$ cat config.mk
export PLATFORM = sky130hd
export DESIGN_NAME = bubble_buffer_loader_flat
export DESIGN_NICKNAME = d
export VERILOG_FILES = /design/src/rtl/bubble_buffer_loader_pkg.sv /design/src/rtl/bubble_buffer_loader_if.sv /design/src/rtl/bubble_buffer_loader_serializer.sv /design/src/rtl/bubble_buffer_loader.sv /design/src/flat_wrapper.sv
export SDC_FILE = /design/constraint.sdc
export NUM_CORES = 1
export LEC_CHECK = 0
export BUFFER_PORTS_ARGS = -buffer_cell sky130_fd_sc_hd__buf_2
export CORE_ASPECT_RATIO = 0.6
export CORE_MARGIN = 2
export CORE_UTILIZATION = 51
export CTS_CLUSTER_DIAMETER = 100
export DETAILED_ROUTE_END_ITERATION = 8
export PLACE_DENSITY = 0.83
export SYNTH_ARGS = -nofsm -noshare
export SYNTH_HDL_FRONTEND = slang
export SYNTH_SLANG_ARGS = --single-unit
$ cat constraint.sdc
create_clock -name MCLK -period 2.3 [get_ports MCLK]
set_clock_uncertainty 0.1 [all_clocks]
set_input_delay 0.46 -clock MCLK [delete_from_list [all_inputs] [get_ports MCLK]]
set_output_delay 0.46 -clock MCLK [all_outputs]
set_load 0.01 [all_outputs]
$ cat src/rtl/bubble_buffer_loader_pkg.sv
// bubble_pkg: shared codes, region positions, byte counts and FSM states for bubble_buffer_loader.
// BUBBLE_LOADER_4BIT_EN selects four channels per position instead of two.
package bubble_pkg;
    typedef enum logic [2:0] {ACC_BOOT = 3'b110, ACC_USER = 3'b111} acc_e;
    typedef enum logic [2:0] {S_IDLE, S_FILL, S_FETCH, S_SHIFT, S_FIN} state_e;
    localparam logic [23:0] BOOT_BASE = 24'h000000;
    localparam logic [23:0] PAGE_BASE = 24'h000200;
    localparam logic [12:0] BOOT_START = 13'd0;
    localparam logic [12:0] BOOT_SYNC_LO = 13'd1987;
    localparam logic [12:0] BOOT_SYNC_HI = 13'd2050;
    localparam logic [12:0] BOOT_DATA = 13'd2053;
    localparam logic [12:0] BOOT_TAIL_END = 13'd4105;
    localparam logic [12:0] BOOT_PAD = 13'd8190;
    localparam logic [12:0] BOOT_END = 13'd8191;
    localparam logic [12:0] USER_START = 13'd7168;
    localparam logic [12:0] USER_DATA = 13'd7171;
    localparam logic [12:0] USER_END = 13'd7751;
    localparam logic [8:0] BOOT_BYTES = 9'd480;
    localparam logic [8:0] USER_BYTES = 9'd128;
`ifdef BUBBLE_LOADER_4BIT_EN
    localparam logic [1:0] CH_LAST = 2'd3;
`else
    localparam logic [1:0] CH_LAST = 2'd1;
`endif
endpackage

$ cat src/rtl/bubble_buffer_loader_if.sv
// bubble_buffer_loader_if: load request, byte source handshake and buffer write port.
interface bubble_buffer_loader_if;
    logic        LOAD_REQ;
    logic [2:0]  ACCTYPE;
    logic [11:0] ABSPOS;
    logic        SRC_RD;
    logic [23:0] SRC_ADDR;
    logic        SRC_VALID;
    logic [7:0]  SRC_DATA;
    logic [14:0] BUFWADDR;
    logic        BUFWCLK;
    logic        BUFWDATA;
    logic        BUSY;
    logic        DONE;
    modport master (
        input  LOAD_REQ, ACCTYPE, ABSPOS, SRC_VALID, SRC_DATA,
        output SRC_RD, SRC_ADDR, BUFWADDR, BUFWCLK, BUFWDATA, BUSY, DONE
    );
    modport slave (
        output LOAD_REQ, ACCTYPE, ABSPOS, SRC_VALID, SRC_DATA,
        input  SRC_RD, SRC_ADDR, BUFWADDR, BUFWCLK, BUFWDATA, BUSY, DONE
    );
endinterface

$ cat src/rtl/bubble_buffer_loader_serializer.sv
// bubble_bit_serializer: shifts a captured byte out LSB first and flags its eighth bit.
module bubble_bit_serializer (
    input  logic       clk,
    input  logic       rst,
    input  logic       load,
    input  logic       advance,
    input  logic [7:0] din,
    output logic       data_bit,
    output logic       last_bit
);
    logic [7:0] sh;
    logic [2:0] cnt;
    always_ff @(posedge clk)
        if (rst) begin
            sh <= '0;
            cnt <= '0;
        end else if (load) begin
            sh <= din;
            cnt <= '0;
        end else if (advance) begin
            sh <= {1'b0, sh[7:1]};
            cnt <= cnt + 3'd1;
        end
    assign data_bit = sh[0];
    assign last_bit = cnt == 3'd7;
endmodule

$ cat src/rtl/bubble_buffer_loader.sv
// bubble_buffer_loader: builds the BOOT or USER page bit image and writes it into the bubble buffer.
// BUBBLE_LOADER_4BIT_EN widens the channel field to two bits (four channels per position).
module bubble_buffer_loader
    import bubble_pkg::*;
(
    input  logic MCLK,
    input  logic RST,
    bubble_buffer_loader_if.master bus
);
    state_e      state, state_nxt;
    logic [12:0] pos, pos_adv;
    logic [1:0]  ch, ch_adv;
    logic [23:0] src_addr;
    logic [8:0]  bytes_left;
    logic        is_boot, ph, last_ch, last_slot, req_ok, fill_bit, ser_bit, ser_last;
    bubble_bit_serializer u_ser (
        .clk(MCLK),
        .rst(RST),
        .load(state == S_FETCH && bus.SRC_VALID),
        .advance(state == S_SHIFT && ph),
        .din(bus.SRC_DATA),
        .data_bit(ser_bit),
        .last_bit(ser_last)
    );
    // ph doubles as the write strobe: phase A = 0, phase B = 1
    always_ff @(posedge MCLK)
        if (RST) begin
            state <= S_IDLE;
            ph <= 1'b0;
            pos <= '0;
            ch <= '0;
            src_addr <= '0;
            bytes_left <= '0;
            is_boot <= 1'b0;
        end else begin
            state <= state_nxt;
            ph <= (state == S_FILL || state == S_SHIFT) && !ph;
            if (state == S_IDLE && req_ok) begin
                is_boot <= bus.ACCTYPE == ACC_BOOT;
                pos <= bus.ACCTYPE == ACC_BOOT ? BOOT_START : USER_START;
                ch <= '0;
                src_addr <= bus.ACCTYPE == ACC_BOOT ? BOOT_BASE : PAGE_BASE + {5'd0, bus.ABSPOS, 7'd0};
                bytes_left <= bus.ACCTYPE == ACC_BOOT ? BOOT_BYTES : USER_BYTES;
            end
            if (ph && !last_slot) begin
                pos <= pos_adv;
                ch <= ch_adv;
            end
            if (state == S_SHIFT && ph && ser_last) begin
                bytes_left <= bytes_left - 9'd1;
                src_addr <= src_addr + 24'd1;
            end
        end
    always_comb begin
        last_ch = ch == CH_LAST;
        ch_adv = last_ch ? 2'd0 : ch + 2'd1;
        pos_adv = !last_ch ? pos : (is_boot && pos == BOOT_TAIL_END) ? BOOT_PAD : pos + 13'd1;
        last_slot = last_ch && pos == (is_boot ? BOOT_END : USER_END);
        req_ok = bus.LOAD_REQ && (bus.ACCTYPE == ACC_BOOT || bus.ACCTYPE == ACC_USER);
        state_nxt = state;
        case (state)
            S_IDLE:  state_nxt = req_ok ? S_FILL : S_IDLE;
            S_FILL:  if (ph) state_nxt = last_slot ? S_FIN :
                         (ch_adv == 2'd0 && pos_adv == (is_boot ? BOOT_DATA : USER_DATA)) ? S_FETCH : S_FILL;
            S_FETCH: state_nxt = bus.SRC_VALID ? S_SHIFT : S_FETCH;
            S_SHIFT: if (ph && ser_last) state_nxt = bytes_left == 9'd1 ? S_FILL : S_FETCH;
            default: state_nxt = S_IDLE;
        endcase
    end
    // positions after the data bytes (4-bit mode) reuse the region's trailing filler
    always_comb begin
        fill_bit = is_boot && pos < BOOT_PAD && !(ch == 2'd0 && pos >= BOOT_SYNC_LO && pos <= BOOT_SYNC_HI);
`ifdef BUBBLE_LOADER_4BIT_EN
        bus.BUFWADDR = {pos, ch};
`else
        bus.BUFWADDR = {1'b0, pos, ch[0]};
`endif
        bus.BUFWCLK = ph;
        bus.BUFWDATA = state == S_SHIFT ? ser_bit : state == S_FILL && fill_bit;
        bus.SRC_RD = state == S_FETCH;
        bus.SRC_ADDR = src_addr;
        bus.BUSY = state != S_IDLE;
        bus.DONE = state == S_FIN;
    end
endmodule

$ cat src/flat_wrapper.sv
// flat-port wrapper written by rule: the top's interface ports become plain ports
module bubble_buffer_loader_flat import bubble_pkg::*;
  (MCLK, RST, bus_LOAD_REQ, bus_ACCTYPE, bus_ABSPOS, bus_SRC_VALID, bus_SRC_DATA, bus_SRC_RD, bus_SRC_ADDR, bus_BUFWADDR, bus_BUFWCLK, bus_BUFWDATA, bus_BUSY, bus_DONE);
  bubble_buffer_loader_if bus_i ();
  input  logic MCLK;
  input  logic RST;
  input wire logic [$bits(bus_i.LOAD_REQ)-1:0] bus_LOAD_REQ;
  input wire logic [$bits(bus_i.ACCTYPE)-1:0] bus_ACCTYPE;
  input wire logic [$bits(bus_i.ABSPOS)-1:0] bus_ABSPOS;
  input wire logic [$bits(bus_i.SRC_VALID)-1:0] bus_SRC_VALID;
  input wire logic [$bits(bus_i.SRC_DATA)-1:0] bus_SRC_DATA;
  output wire logic [$bits(bus_i.SRC_RD)-1:0] bus_SRC_RD;
  output wire logic [$bits(bus_i.SRC_ADDR)-1:0] bus_SRC_ADDR;
  output wire logic [$bits(bus_i.BUFWADDR)-1:0] bus_BUFWADDR;
  output wire logic [$bits(bus_i.BUFWCLK)-1:0] bus_BUFWCLK;
  output wire logic [$bits(bus_i.BUFWDATA)-1:0] bus_BUFWDATA;
  output wire logic [$bits(bus_i.BUSY)-1:0] bus_BUSY;
  output wire logic [$bits(bus_i.DONE)-1:0] bus_DONE;
  assign bus_i.LOAD_REQ = bus_LOAD_REQ;
  assign bus_i.ACCTYPE = bus_ACCTYPE;
  assign bus_i.ABSPOS = bus_ABSPOS;
  assign bus_i.SRC_VALID = bus_SRC_VALID;
  assign bus_i.SRC_DATA = bus_SRC_DATA;
  assign bus_SRC_RD = bus_i.SRC_RD;
  assign bus_SRC_ADDR = bus_i.SRC_ADDR;
  assign bus_BUFWADDR = bus_i.BUFWADDR;
  assign bus_BUFWCLK = bus_i.BUFWCLK;
  assign bus_BUFWDATA = bus_i.BUFWDATA;
  assign bus_BUSY = bus_i.BUSY;
  assign bus_DONE = bus_i.DONE;
  bubble_buffer_loader u_core (.MCLK(MCLK), .RST(RST), .bus(bus_i));
endmodule
==> results.txt, run 1 <==
Status: complete, but fails checks
Failing checks: setup timing
CTS H-tree lvls: 3
Non-Filler Instances: 760
Placed insts: 735
RePlAce Congestion: 1.020
Fraction of layout cells with a size suffix above 1: 0.2975
Worst path required time: 1740 ps
Cts bufs inserted: 9
CP max stage delay: 410 ps
Clock Latency Late Sink: 340 ps
TritonCTS clock tree: built
Post-route minimum period: 2541 ps
Post-Syn Area: 4078 µm²
Via density: 6.113
Worst-margin pin slew: 613.8 ps
GRT Overall Usage: 0.3076
Setup Slack @ Placement: -97.66 ps
Sequential share of the synthesized area: 0.3142
Antenna cells: 0
Clock root buffer: clkbuf_16
Most common cell after layout, fill and taps aside: buf_2
DR pass1 iterations: 7
Setup_tns: -700.4 ps
Yosys Warn Count: 0
Max-slew headroom: 0.5908
Post-synth EDFFs: 0
Final WS setup: -241.2 ps
Worst path cell trace: or3_4 -> a2111oi_4 -> o31ai_1 -> a211o_1 -> a21oi_2 -> buf_2
Total Nets Final: 683
Drt total wl: 13.50 mm
Crit path launch type: register
Vias in the first global route: 4,167
First-pass GRT wire length: 21.11 mm
Worst Path Buf+Inv: 1
Worst path slowest cell: or3_4
Top cells by area, synth: dfxtp_1 (31%), nor2_1 (5.6%), a21oi_1 (5.2%)
Most frequent cells in the layout: buf_2 (69), buf_4 (66), nor2_1 (59), dfxtp_1 (58), nand2_1 (45)
Avg Cell Area, Syn: 7.608 µm²
# IOs: 71
Class of the worst hold path: in -> reg
Die area: 8750 µm²
RSZ-0062 raised after global routing: true
Critical Path AT: 1980 ps
Layout area overhead: 33.08%
PortBufs: 69
Crit path max fanout: 2
Post-synth top area share: 0.3142
Crit path capture type: output pin
WL/cell: 17.76 µm
Post-synthesis cell count: 536
Final Setup Violations: 3
Main synth FF type: dfxtp_1
Max Clk Rate: 393.5 MHz
CTS Buffer Depth: 2
Crit path max-delay family: compound AO/OA/AOI/OAI gates
# clock sinks: 64
Remaining DRCs: 0
GRT Residual Overflow: 0
VDD IR-drop max: 0.0004563 V
Row cnt: 25
Core area: 7820 µm²
Initial core utilization: 0.5214
Die Ht: 73.26 µm
Yosys cell types: 67
Initial antenna violation count: 0
Via count: 4,646
Crit share post-route: 1.105
Clk pin slew, worst setup/hold paths: 50 ps
Antenna Nets Post-Route: 0
Leak: 2.221 nW
Slew Limit Fails: 0
Fin. Hold Viols: 0
Max-cap violation count: 0
Net Count, Synth: 572
First DRT Iteration DRCs: 501
Register bit total from synthesis: 64
Area leader, netlist: dfxtp_1
Hpwl dp: 9.716 mm
Crit path kind: reg -> out
Async SR Flop Fraction: 0
Pwr/cell area: 567.5 nW/µm²
Largest net degree at the start of global routing: 30
Die width: 119.4 µm
==> layer usage <==
metal	vias up	wire length [µm]	track usage
met2	283	5750	0.4713
met3	30	1431	0.06988
met5	-	0	0
li1	2175	-	-
met1	2158	6098	0.4358
met4	0	215	0.09281
==> state kept, by name (all words and copies together), names as in the netlist <==
register             count
u_core.bus.BUFWCLK       1
u_core.bus.SRC_ADDR     24
u_core.bytes_left        9
u_core.ch                2
u_core.is_boot           1
u_core.pos              13
u_core.state             3
u_core.u_ser.cnt         3
u_core.u_ser.sh          8
==> path summary, 6_finish.rpt <==
check | cells past startpoint | end | start | slack, ps
max reg2reg | 8 | u_core.state[0] | u_core.pos[0] | -230
min | 3 | u_core.u_ser.sh[7] | bus_SRC_DATA[7] | 260
max | 6 | bus_BUFWDATA | u_core.pos[4] | -240
min reg2reg | 2 | u_core.u_ser.sh[7] | u_core.u_ser.sh[7] | 370
==> cell usage after synthesis (2+ instances only) <==
master	n
dfxtp_1	64
nor2_1	61
nand2_1	45
a21oi_1	42
nor3_1	40
clkbuf_1	24
nand3_1	24
o21ai_0	16
a211oi_1	12
inv_1	12
nand4_1	11
mux2i_1	10
or3_1	10
xnor2_1	10
xor2_1	10
a31oi_1	9
buf_2	9
ha_1	9
nor4_1	7
o21ai_1	6
o22ai_1	6
and2_1	5
and4_1	5
nand3b_1	5
nand4b_1	5
o21a_1	5
or2_1	5
buf_4	4
mux2_1	4
o31ai_1	4
and3_1	3
nand2b_1	3
o22a_1	3
or2_2	3
or4_1	3
a2111o_1	2
a211o_1	2
a21o_1	2
a22oi_1	2
a311oi_1	2
a32oi_1	2
a41oi_1	2
buf_1	2
nor3b_1	2
o31a_1	2
==> worst register-to-register path: cells and delay by family, from the launching register on <==
family	cells	cell delay, ps
AND/OR/NAND/NOR	2	430
adder cells (fa/ha/maj)	1	140
buffers and inverters	1	100
multiplexers	1	330
AO/OA/AOI/OAI	3	910
flip-flops	1	380
==> kinds of logic (layout without fill, tap and decap cells) <==
group                    Yosys count  count (layout)  share of synthesized area
AO/OA/AOI/OAI                    127             127                     0.2004
XOR/XNOR                          20              20                    0.04296
adder cells (fa/ha/maj)            9               9                    0.02762
buffers and inverters             53             169                    0.05738
flip-flops                        64              64                     0.3142
multiplexers                      15              15                    0.03836
other                              1               1                  0.0009196
AND/OR/NAND/NOR                  247             247                     0.3182
==> final cells by class <==
cell class | count | area [µm²]
repair buffers | 141 | 929.6
inverters | 12 | 45.04
fillers | 627 | 2394
well taps | 108 | 135.1
flip-flops and latches | 64 | 1291
clock inverters | 4 | 51.30
multi-input cells | 419 | 2708
clock buffers | 12 | 266.5
==> through the flow <==
| step | hold WS [ps] | util | power, mW | instance area (µm²) |
|---|---|---|---|---|
| after floorplan | 347.2 | - | 1.447 | 4155 |
| after global placement | 357.9 | 0.6294 | 1.624 | 4922 |
| after detailed placement | 359.7 | 0.6294 | 1.633 | 4922 |
| after CTS | 259.7 | 0.6779 | 3.067 | 5301 |
| after global routing | 263.1 | 0.6939 | 3.154 | 5426 |
| final | 261.3 | 0.6939 | 3.079 | 5426 |
==> power by group <==
| part | leakage [nW] | switching (mW) | internal (mW) | total, mW |
|---|---|---|---|---|
| combinational | 1.55 | 0.277 | 0.184 | 0.462 |
| sequential | 0.520 | 0.0352 | 1.14 | 1.17 |
| clock | 0.155 | 0.520 | 0.927 | 1.45 |
| total | 2.22 | 0.832 | 2.25 | 3.08 |
==> repair_timing <==
item / 4_1_cts / 5_1_grt
pin swaps: 6 / 6
endpoints found under the setup margin: 3 / 12
hold buffers: 0 / 0
cloned: 0 / 0
buffers inserted: 2 / 7
resized for setup: 10 / 17
(Power assumes the default switching activity.)
==> run 2, diff against run 1 <==
- ABC_AREA: default -> 1
- CORE_UTILIZATION: 51 -> 61
- PLACE_DENSITY: 0.83 -> 0.92
- clock period: 2.3 -> 3 ns (I/O delays scaled with it)
==> results.txt, run 2 <==
Crit path kind: reg -> out
Postcts setup bufs: 0 (-2)
Layout area overhead: 15.37%
Area leader, netlist: dfxtp_1
Count leader, synth: nand2_1
Post-Syn Area: 4054 µm² (-0.58%)
Fraction of layout cells with a size suffix above 1: 0.1882 (-0.1093)
First-pass GRT wire length: 18.89 mm (-11%)
Via count: 4,580 (-1.4%)
Reg-to-Reg Start: u_core.state[0]
GRT Overall Usage: 0.3358 (+0.02813)
Cts bufs inserted: 9 (unchanged)
Max Clk Rate: 382.2 MHz
Yosys cell types: 51 (-24%)
Avg Cell Area, Syn: 6.635 µm² (-13%)
Post-route minimum period: 2617 ps
TritonCTS clock tree: built
Via density: 5.995 (-1.9%)
First DRT Iteration DRCs: 540 (+7.8%)
Status: finished, final reports clean
Clock Latency Late Sink: 360 ps (+20 ps)
Worst path slowest cell: dfxtp_1
Top cells by area, synth: dfxtp_1 (32%), nand2_1 (15%), a21oi_1 (6.7%)
Die Ht: 67.15 µm (-8.3%)
Setup Slack @ Placement: 778.4 ps (+876.1 ps)
Worst path cell trace: inv_1 -> ha_1 -> o21ai_0 -> o31ai_1 -> nand3_1 -> nand3_1 -> o21ai_0 -> buf_2
Pwr/cell area: 436.4 nW/µm² (-23%)
Total Nets Final: 711 (+4.1%)
Net Count, Synth: 647 (+13%)
PortBufs: 69 (unchanged)
Crit path launch type: register
Synth top cells by count: nand2_1 (157), dfxtp_1 (64), inv_1 (60), a21oi_1 (54), nor2_1 (51)
Slew Limit Fails: 0 (unchanged)
Antenna cells: 0 (unchanged)
Leak: 2.071 nW (-6.7%)
# clock sinks: 64 (unchanged)
# IOs: 71 (unchanged)
Initial antenna violation count: 0 (unchanged)
Antenna Nets Post-Route: 0 (unchanged)
GRT Residual Overflow: 0 (unchanged)
Max-slew headroom: 0.4616 (-0.1292)
Placed insts: 748 (+1.8%)
Clock root buffer: clkbuf_8
Post-synth top area share: 0.3160 (+0.001843)
Main synth FF type: dfxtp_1
Most common cell after layout, fill and taps aside: nand2_1
CTS H-tree lvls: 3 (unchanged)
Vias in the first global route: 3,877 (-7.0%)
Post-synthesis cell count: 611 (+14%)
Drt total wl: 11.82 mm (-12%)
Max-cap violation count: 0 (unchanged)
Post-cts repair resize count: 0 (-10)
Largest net degree at the start of global routing: 34 (+13%)
Core area: 6276 µm² (-20%)
Final WS setup: 383.5 ps (+624.7 ps)
Util after Layout: 0.7452 (+0.05129)
Worst-margin pin slew: 806.7 ps (+192.9 ps)
Hold_buf cts: 0 (unchanged)
Post-synth EDFFs: 0 (unchanged)
Row cnt: 22 (-12%)
CP max stage delay: 470 ps (+60 ps)
RSZ-0062 raised after global routing: false
Crit path capture type: output pin
Die width: 109.2 µm (-8.5%)
Worst hold start: u_core.u_ser.cnt[1]
Most frequent cells in the layout: nand2_1 (157), buf_2 (69), dfxtp_1 (64), inv_1 (60), a21oi_1 (54)
Remaining DRCs: 0 (unchanged)
Setup_tns: 0 ps (+700.4 ps)
CP startpoint: u_core.pos[0]
RePlAce Congestion: 1.021 (about the same)
CTS Buffer Depth: 2 (unchanged)
Initial core utilization: 0.6459 (+0.1245)
Non-Filler Instances: 764 (+0.53%)
DR pass1 iterations: 6 (-1)
Die area: 7335 µm² (-16%)
Final Setup Violations: 0 (-3)
Async SR Flop Fraction: 0 (unchanged)
Fin. Hold Viols: 0 (unchanged)
WL/cell: 15.48 µm (-13%)
Register bit total from synthesis: 64 (unchanged)
Sequential share of the synthesized area: 0.3160 (+0.001843)
Worst path required time: 2300 ps (+560 ps)
Class of the worst hold path: reg -> reg
Crit share post-route: 0.8722
Critical Path AT: 1920 ps (-60 ps)
Max reg flops: 24 (unchanged)
Clk pin slew, worst setup/hold paths: 70 ps (+20 ps)
Crit path max fanout: 7 (+5)
Yosys Warn Count: 0 (unchanged)
VDD IR-drop max: 0.0003622 V (-21%)
Hpwl dp: 8.535 mm (-12%)
-- run 2: changes by cell type after synthesis, sizes merged, moves of 15 or more --
cell | previous run | this run
o21ai | 23 | 42
nand2 | 46 | 164
nand3 | 24 | 41
nor3 | 41 | 17
inv | 12 | 67
clkbuf | 25 | 10
-- run 2: kinds of logic (layout without fill, tap and decap cells) --
kind of cell / count (synthesis) / in the layout / synth area share
adder cells (fa/ha/maj): 9 / 9 / 0.02778
XOR/XNOR: 10 / 10 / 0.02161
buffers and inverters: 87 / 156 / 0.08920
AO/OA/AOI/OAI: 129 / 129 / 0.1815
AND/OR/NAND/NOR: 311 / 311 / 0.3630
flip-flops: 64 / 64 / 0.3160
other: 1 / 1 / 0.0009250
-- run 2: path summary, 6_finish.rpt --
path,endpoint,slack (ps),cells past startpoint
max,bus_BUFWDATA,380,8
min,u_core.u_ser.cnt[1],370,2
max reg2reg,u_core.bus.SRC_ADDR[9],680,10
min reg2reg,u_core.u_ser.cnt[1],370,2
-- run 2: through the flow --
step	power (mW)	hold WS [ps]	cell area, µm²
CTS	2.042	371.8	4677
global placement	1.106	348.2	4423
floorplan	1.042	334.2	4054
detailed placement	1.112	360.4	4423
global route	2.106	392.4	4677
finish	2.041	370.4	4677
-- run 2: where the power goes --
part / internal (mW) / total, mW / switching [mW] / leakage [nW]
logic: 0.0678 / 0.203 / 0.135 / 1.43
clock network: 0.596 / 0.940 / 0.344 / 0.126
registers: 0.868 / 0.899 / 0.0312 / 0.517
-- run 2: routing by layer --
metal	vias up	GRT usage	routed length (µm)
li1	2165	-	-
met1	2105	0.4855	5091
met2	275	0.4736	5009
met3	35	0.1081	1517
met4	0	0.1028	204
met5	-	0	0
-- run 2: final cells by class --
cell class,count,area [µm²]
Sequential cell,64,1281
Timing Repair Buffer,72,367.9
Tap cell,84,105.1
Fill cell,487,1599
Clock inverter,5,102.6
Inverter,68,257.7
Multi-Input combinational cell,460,2411
Clock buffer,11,151.4
-- run 2: critical path, delay by kind of cell, from the launching register on --
family                   cells  cell delay (ps)
buffers and inverters        2              270
AND/OR/NAND/NOR              2              180
AO/OA/AOI/OAI                3              420
flip-flops                   1              470
adder cells (fa/ha/maj)      1              210
==> run 3, diff against run 2 <==
- CORE_UTILIZATION: 61 -> 45
- PLACE_DENSITY: 0.92 -> 0.72
- clock period: 3 -> 3.1 ns (I/O delays scaled with it)
==> results.txt, run 3 (synthesis gave the netlist of run 2 again) <==
Hold path depth: 2 (unchanged)
Hpwl dp: 8.891 mm (+4.2%)
Initial core utilization: 0.4702 (-0.1757)
Post-route minimum period: 2634 ps
Via density: 5.556 (-7.3%)
Drt total wl: 11.73 mm (-0.77%)
TritonCTS clock tree: built
Util after Layout: 0.5528 (-0.1924)
R2R cell count: 11 (+1)
Hold_ws: 367.8 ps (-2.578 ps)
Row cnt: 26 (+18%)
RePlAce Congestion: 0.9855 (-3.5%)
# clock sinks: 64 (unchanged)
Critical Path AT: 1910 ps (about the same)
Max reg flops: 24 (unchanged)
Post-cts repair resize count: 0 (unchanged)
Slew Limit Fails: 0 (unchanged)
Postcts setup bufs: 0 (unchanged)
Cts bufs inserted: 9 (unchanged)
Clk pin slew, worst setup/hold paths: 50 ps (-20 ps)
CTS H-tree lvls: 3 (unchanged)
Crit path launch type: register
Leak: 2.101 nW (+1.4%)
Max-slew headroom: 0.4518 (-0.009786)
Most frequent cells in the layout: nand2_1 (157), buf_2 (69), dfxtp_1 (64), inv_1 (60), a21oi_1 (54)
Setup_tns: 0 ps (unchanged)
VDD IR-drop max: 0.0002369 V (-35%)
Core area: 8621 µm² (+37%)
Die area: 9809 µm² (+34%)
PortBufs: 69 (unchanged)
Final Setup Violations: 0 (unchanged)
Crit path max fanout: 7 (unchanged)
Fraction of layout cells with a size suffix above 1: 0.1865 (-0.001745)
Hold_buf cts: 0 (unchanged)
Total Nets Final: 712 (+0.14%)
First-pass GRT wire length: 19.44 mm (+2.9%)
Status: finished, final reports clean
Vias in the first global route: 3,867 (-0.26%)
Remaining DRCs: 0 (unchanged)
Die Ht: 77.52 µm (+15%)
Die width: 126.5 µm (+16%)
Max Clk Rate: 379.7 MHz
Crit share post-route: 0.8495
Largest net degree at the start of global routing: 34 (unchanged)
Filler instances: 820 (+68%)
Worst-margin pin slew: 821.4 ps (+14.66 ps)
# IOs: 71 (unchanged)
Fin. Hold Viols: 0 (unchanged)
Antenna Nets Post-Route: 0 (unchanged)
Crit path kind: reg -> out
DR pass1 iterations: 5 (-1)
Via count: 4,406 (-3.8%)
GRT Overall Usage: 0.2455 (-0.09024)
Worst path required time: 2380 ps (+80 ps)
Pwr/cell area: 434.2 nW/µm² (-0.51%)
Most common cell after layout, fill and taps aside: nand2_1
First DRT Iteration DRCs: 529 (-2.0%)
Crit path capture type: output pin
CTS Buffer Depth: 2 (unchanged)
GRT Residual Overflow: 0 (unchanged)
Antenna cells: 0 (unchanged)
Clock root buffer: clkbuf_16
RSZ-0062 raised after global routing: false
Class of the worst hold path: reg -> reg
Clock Latency Late Sink: 330 ps (-30 ps)
WL/cell: 14.79 µm (-4.4%)
Initial antenna violation count: 0 (unchanged)
Max-cap violation count: 0 (unchanged)
Layout area overhead: 17.56%
-- run 3: cell types whose count changed in the layout (fill, tap and decap cells not counted), sizes merged --
cell      change
buf           +1
bufinv        -2
clkbuf        +2
clkinv        +1
clkinvlp      -1
-- run 3: stage by stage --
| step | total power, mW | instance area (µm²) | instances | worst slack [ps] |
|---|---|---|---|---|
| after floorplan | 1.009 | 4054 | 611 | 981.9 |
| after global placement | 1.071 | 4466 | 777 | 820.1 |
| after detailed placement | 1.074 | 4466 | 777 | 798.3 |
| after CTS | 2.080 | 4766 | 793 | 469.3 |
| after global routing | 2.144 | 4766 | 793 | 303.7 |
| final | 2.069 | 4766 | 793 | 466.5 |
-- run 3: metal layers --
layer | vias to the layer above | track usage | wire length (µm)
li1 | 2166 | - | -
met1 | 2004 | 0.3816 | 5768
met2 | 222 | 0.3278 | 4566
met3 | 14 | 0.06276 | 1263
met4 | 0 | 0.06593 | 134
met5 | - | 0 | 0
-- run 3: critical path: stages (launching register included) --
cell and delay, ps:
dfxtp_1 490, inv_1 130, ha_1 230, o21ai_0 170, o31ai_1 90, nand3_1 110
nand3_1 80, o21ai_0 140, buf_2 150
-- run 3: worst paths after layout --
path	endpoint	slack [ps]	start
min reg2reg	u_core.u_ser.sh[7]	370	u_core.u_ser.sh[7]
min	u_core.u_ser.sh[7]	370	u_core.u_ser.sh[7]
max reg2reg	u_core.bus.SRC_ADDR[9]	760	u_core.state[2]
max	bus_BUFWDATA	470	u_core.pos[0]
-- run 3: layout make-up --
cell class	count	area [µm²]	area share
multi-input combinational	460	2411	0.5059
sequential	64	1281	0.2688
timing repair buffer	73	375.4	0.07876
clock buffer	13	260.3	0.05461
inverter	68	257.7	0.05408
tap	112	140.1	0.02940
clock inverter	3	40.04	0.008401
-- run 3: power breakdown --
group / switching (mW) / total, mW / internal, mW / leakage, nW
registers: 0.0275 / 0.869 / 0.841 / 0.517
logic: 0.127 / 0.192 / 0.0655 / 1.43
clock network: 0.345 / 1.01 / 0.663 / 0.150
total: 0.499 / 2.07 / 1.57 / 2.10
